[src/rtl/fetch_stage.sv]
// Instruction-fetch stage of the sMIPS core.
// Owns the program counter, addresses imem directly (zero-latency read) and
// captures the returned word into the IF/ID pipeline register. Decode
// back-pressure stalls the stage. EX-stage redirects flush and retarget it.
// A BREAK instruction is issued and then parks fetch until the next redirect.
module fetch_stage #(
    parameter logic [31:0] RESET_PC   = 32'h0000_0000,
    parameter logic [31:0] BREAK_INST = 32'h0000_000D
) (
    input  logic        clk,
    input  logic        rst,
    output logic [31:0] imem_addr,
    input  logic [31:0] imem_inst,
    input  logic        redirect_valid,
    input  logic [31:0] redirect_target,
    input  logic        id_ready,
    output logic        id_valid,
    output logic [31:0] id_pc,
    output logic [31:0] id_inst,
    output logic        halted,
    output logic        addr_err
);

    typedef enum logic [1:0] {
        BOOT = 2'd0,
        RUN  = 2'd1,
        HALT = 2'd2
    } fetchState_t;

    fetchState_t r_state;
    fetchState_t w_stateNext;

    logic [31:0] r_pc;
    logic        r_idValid;
    logic [31:0] r_idPc;
    logic [31:0] r_idInst;
    logic        r_halted;
    logic        r_addrErr;

    logic        w_redirect;
    logic        w_issue;
    logic        w_issueBreak;
    logic [31:0] w_redirectPc;
    logic        w_redirectMisaligned;
    logic [31:0] w_pcPlus4;

    // A redirect arriving while still booting is dropped, so the first fetch
    // always comes from RESET_PC. It also beats both issue and stall.
    assign w_redirect           = redirect_valid && (r_state != BOOT);
    assign w_issue              = (r_state == RUN) && (!r_idValid || id_ready) && !redirect_valid;
    assign w_issueBreak         = w_issue && (imem_inst == BREAK_INST);
    assign w_redirectPc         = {redirect_target[31:2], 2'b00};
    assign w_redirectMisaligned = |redirect_target[1:0];
    assign w_pcPlus4            = r_pc + 32'd4;

    // The PC drives imem without a register stage. Every other output is a flop.
    assign imem_addr = r_pc;
    assign id_valid  = r_idValid;
    assign id_pc     = r_idPc;
    assign id_inst   = r_idInst;
    assign halted    = r_halted;
    assign addr_err  = r_addrErr;

    // Next-state logic. BOOT lasts exactly one edge. HALT is left only by a redirect.
    always_comb begin
        w_stateNext = r_state;
        case (r_state)
            BOOT: begin
                w_stateNext = RUN;
            end
            RUN: begin
                if (w_redirect) begin
                    w_stateNext = RUN;
                end else if (w_issueBreak) begin
                    w_stateNext = HALT;
                end
            end
            HALT: begin
                if (w_redirect) begin
                    w_stateNext = RUN;
                end
            end
            default: begin
                w_stateNext = BOOT;
            end
        endcase
    end

    // State register. The halted flag is registered alongside it so that it tracks HALT exactly.
    always_ff @(posedge clk or negedge rst) begin
        if (!rst) begin
            r_state  <= BOOT;
            r_halted <= 1'b0;
        end else begin
            r_state  <= w_stateNext;
            r_halted <= (w_stateNext == HALT);
        end
    end

    // PC and IF/ID register. The priority order is redirect, then issue, then drain, then hold (stall).
    always_ff @(posedge clk or negedge rst) begin
        if (!rst) begin
            r_pc      <= RESET_PC;
            r_idValid <= 1'b0;
            r_idPc    <= 32'd0;
            r_idInst  <= 32'd0;
            r_addrErr <= 1'b0;
        end else if (w_redirect) begin
            r_pc      <= w_redirectPc;
            r_idValid <= 1'b0;
            r_addrErr <= w_redirectMisaligned;
        end else begin
            r_addrErr <= 1'b0;
            if (w_issue) begin
                r_pc      <= w_pcPlus4;
                r_idPc    <= r_pc;
                r_idInst  <= imem_inst;
                r_idValid <= 1'b1;
            end else if (id_ready) begin
                r_idValid <= 1'b0;
            end
        end
    end

endmodule

[config.mk]
export PLATFORM = sky130hd
export DESIGN_NAME = fetch_stage
export DESIGN_NICKNAME = d
export VERILOG_FILES = /design/src/rtl/fetch_stage.sv
export SDC_FILE = /design/constraint.sdc
export NUM_CORES = 1
export LEC_CHECK = 0
export CAP_MARGIN = 0
export CORE_UTILIZATION = 42
export CTS_BUF_LIST = sky130_fd_sc_hd__clkbuf_4 sky130_fd_sc_hd__clkbuf_8
export DETAILED_ROUTE_END_ITERATION = 10
export GPL_ROUTABILITY_DRIVEN = 1
export GPL_TIMING_DRIVEN = 0
export MAX_ROUTING_LAYER = met4
export PLACE_DENSITY = 0.79
export SYNTH_ARGS = -nofsm -noshare
export SYNTH_HDL_FRONTEND = slang
export SYNTH_SLANG_ARGS = --single-unit
[constraint.sdc]
create_clock -name clk -period 1.75 [get_ports clk]
set_input_delay 0.35 -clock clk [delete_from_list [all_inputs] [get_ports clk]]
set_output_delay 0.35 -clock clk [all_outputs]
set_load 0.01 [all_outputs]
==> flow_summary.json <==
{
  "start_kind": "flop",
  "slowest_delay_ns": 0.44,
  "hold_viol_final": 0,
  "ir_drop_mv": 0.604,
  "ctsHoldBuffers": 0,
  "crit_type": "reg -> reg",
  "syn_area_um2": 4500,
  "yosysSeqAreaShare_pct": 53.9,
  "cap_violations": 0,
  "required_ns": 2.00,
  "worst_slack_ns": -0.0615,
  "io_buffers": 162,
  "placed_cell_area_um2": 6330,
  "wire_per_inst_um": 16.3,
  "rsz0062_at_grt": "yes",
  "rows": 37,
  "synthArstFlopShare_pct": 100,
  "netlist_top_cells_area": "dfrtp_1 54%, nand2_1 18%, nand3_1 2.0%, nand4_1 1.5%, o211ai_1 1.5%",
  "initial_core_util_pct": 43.4,
  "wl_mm": 13.9,
  "drive_above_1_share_pct": 18.0,
  "die_y_um": 106,
  "cts.sinks": 97,
  "cts_root_buf": "clkbuf_8",
  "slew_headroom_pct": 54.9,
  "grtUsageTotal_pct": 25.3,
  "numCtsBuffers": 9,
  "worst_pin_slew_ns": 0.677,
  "yosysWarnings": 0,
  "routabilityCongestion": 0.850,
  "grt_pass1_wl_mm": 21.3,
  "grt_max_degree": 51,
  "p_per_area_nw_per_um2": 856,
  "cts_tree": "done",
  "status": "complete, but fails checks",
  "via_per_inst": 5.17,
  "violations": "setup timing",
  "crit_family": "simple AND/OR/NAND/NOR gates",
  "finalWorstPathRequiredPeriod_ns": 1.81,
  "syn2layout_area_growth_pct": 55.5,
  "yosys_register_bits": 97,
  "htree_levels": 3,
  "cts_max_path_buffers": 2,
  "finalCritPeriodShare_pct": 104,
  "first_global_vias": 4224,
  "postSynthCellCount": 498,
  "nets": 780,
  "post-dp-hpwl_mm": 9.73,
  "vias": 4408,
  "synth.distinct_cells": 57,
  "crit_chain": "nand4_1 > nor4_4 > nor3b_4 > buf_6 > o21ai_2 > a21o_1",
  "min_path_type": "in -> async",
  "critPathArrivalTime_ns": 2.07,
  "dominantRegCellSynth": "dfrtp_1",
  "fin_area_um2": 6990,
  "cp.buffers_inverters": 1,
  "crit_slowest_cell": "nor4_4",
  "skew_ns": 0.0138,
  "worstPathMaxFanout": 6,
  "synth_common_cells": "218 x nand2_1, 97 x dfrtp_1, 18 x nand3_1",
  "yosysTopAreaCell": "dfrtp_1",
  "core_um2": 10400,
  "clk_latency_ns": 0.37,
  "yosysMostFrequentCell": "nand2_1",
  "ant_nets": 0,
  "leakage_nw": 3.24,
  "io_pins": 167,
  "antenna_found_initial": 0,
  "dieArea_um2": 11100,
  "diodes": 0,
  "hold_ws_ns": 0.00758,
  "maxSlewViolCount": 0,
  "synth_top_area_share_pct": 53.9,
  "drt_pass1_iterations": 5,
  "max_freq_mhz": 552,
  "overflow": 0,
  "synth_edf_count": 0,
  "end_kind": "flop",
  "clk_pin_slew_ns": 0.10,
  "avgSynthCellArea_um2": 9.03,
  "setup_violations": 4,
  "fp.dieW_um": 106,
  "drc": 0,
  "detail_route.iter0.violations": 253
}
final timing paths:
path,endpoint,cells after the start,slack (ns),startpoint
worst max-delay path,imem_addr[23],6,-0.06,imem_addr[12]
worst max register to register,imem_addr[23],6,-0.06,imem_addr[12]
min in group clk,id_pc[18],2,0.48,id_pc[18]
worst min register to register,id_pc[18],2,0.48,id_pc[18]
max in group asynchronous,r_state[1],2,1.04,rst
worst min-delay path,id_pc[12],1,0.008,rst
area by class of cell:
type / count / area (µm²)
clock inverters: 3 / 65.1
plain buffers: 27 / 175
fillers: 848 / 3380
repair buffers: 200 / 1950
inverters: 1 / 3.75
flip-flops and latches: 97 / 2450
multi-input cells: 375 / 2020
clock buffers: 13 / 154
well taps: 136 / 170
flip-flops by register name, summed over array words and instances (netlist names):
register	cells
addr_err	1
halted	1
id_inst	32
id_pc	30
id_valid	1
imem_addr	30
r_state	2
report_power, final:
part           leakage (nW)  internal, mW  switching (mW)
registers              1.16          2.52           0.237
logic                  1.96         0.884           0.713
clock network         0.115         0.870           0.768
total                  3.24          4.27            1.72
through the flow:
step | utilization (%) | setup TNS, ns | power [mW] | setup WS [ns] | instances
3_5_place_dp | 61.0 | -55.63 | 4.25 | -0.707 | 800
3_3_place_gp | 60.8 | -368.13 | 4.19 | -3.28 | 799
2_1_floorplan | - | 0 | 3.31 | 0.0121 | 501
5_1_grt | 67.4 | -1.03 | 6.26 | -0.149 | 852
6_report | 67.4 | -0.117 | 5.99 | -0.0615 | 852
4_1_cts | 65.0 | -0.137 | 5.94 | -0.0489 | 828
metal layers:
layer | track usage (%) | part of all wire (%) | vias up
li1 | - | - | 2089
met3 | 5.88 | 7.7 | 22
met1 | 31.8 | 42 | 2100
met5 | - | 0 | -
met4 | 9.23 | 2.0 | 0
met2 | 40.3 | 48 | 197
logic make-up (layout without fill, tap and decap cells):
group,after synthesis,in the layout,share of synthesized area [%]
simple gates,310,311,32.7
buf+inv,30,244,3.28
compound gates,46,46,7.17
other cells,1,4,0.0833
flops,97,97,53.9
mux,1,1,0.222
fa+ha+maj,1,1,0.278
xor+xnor,12,12,2.34
placed cells by master, fill, tap and decap left out, types with 3 or more instances in the layout:
| cell type | instances |
|---|---|
| o21ai_1 | 3 |
| dfrtp_2 | 21 |
| buf_2 | 6 |
| nand4_1 | 11 |
| and4_1 | 3 |
| xnor2_1 | 6 |
| clkbuf_8 | 10 |
| nand2_1 | 216 |
| nor3_2 | 3 |
| a21oi_1 | 7 |
| or3_1 | 4 |
| o211ai_1 | 9 |
| nand4_4 | 3 |
| clkbuf_2 | 3 |
| o21ai_0 | 7 |
| conb_1 | 4 |
| nand3_1 | 18 |
| nor4_1 | 7 |
| clkbuf_1 | 4 |
| dfrtp_1 | 76 |
| nor2_1 | 15 |
| xor2_1 | 6 |
| dlymetal6s2s_1 | 9 |
| buf_6 | 4 |
| buf_4 | 43 |
| o311ai_0 | 4 |
| clkdlybuf4s50_1 | 151 |
| nand2_2 | 3 |
| and3_1 | 3 |
| clkbuf_4 | 7 |
| nor3_1 | 3 |
what timing repair did:
action	4_1_cts	5_1_grt
resized for setup	45	34
setup endpoints to repair	111	61
pin swaps	10	16
buffers inserted	13	24
gates cloned	0	1
(Power assumes the default switching activity.)
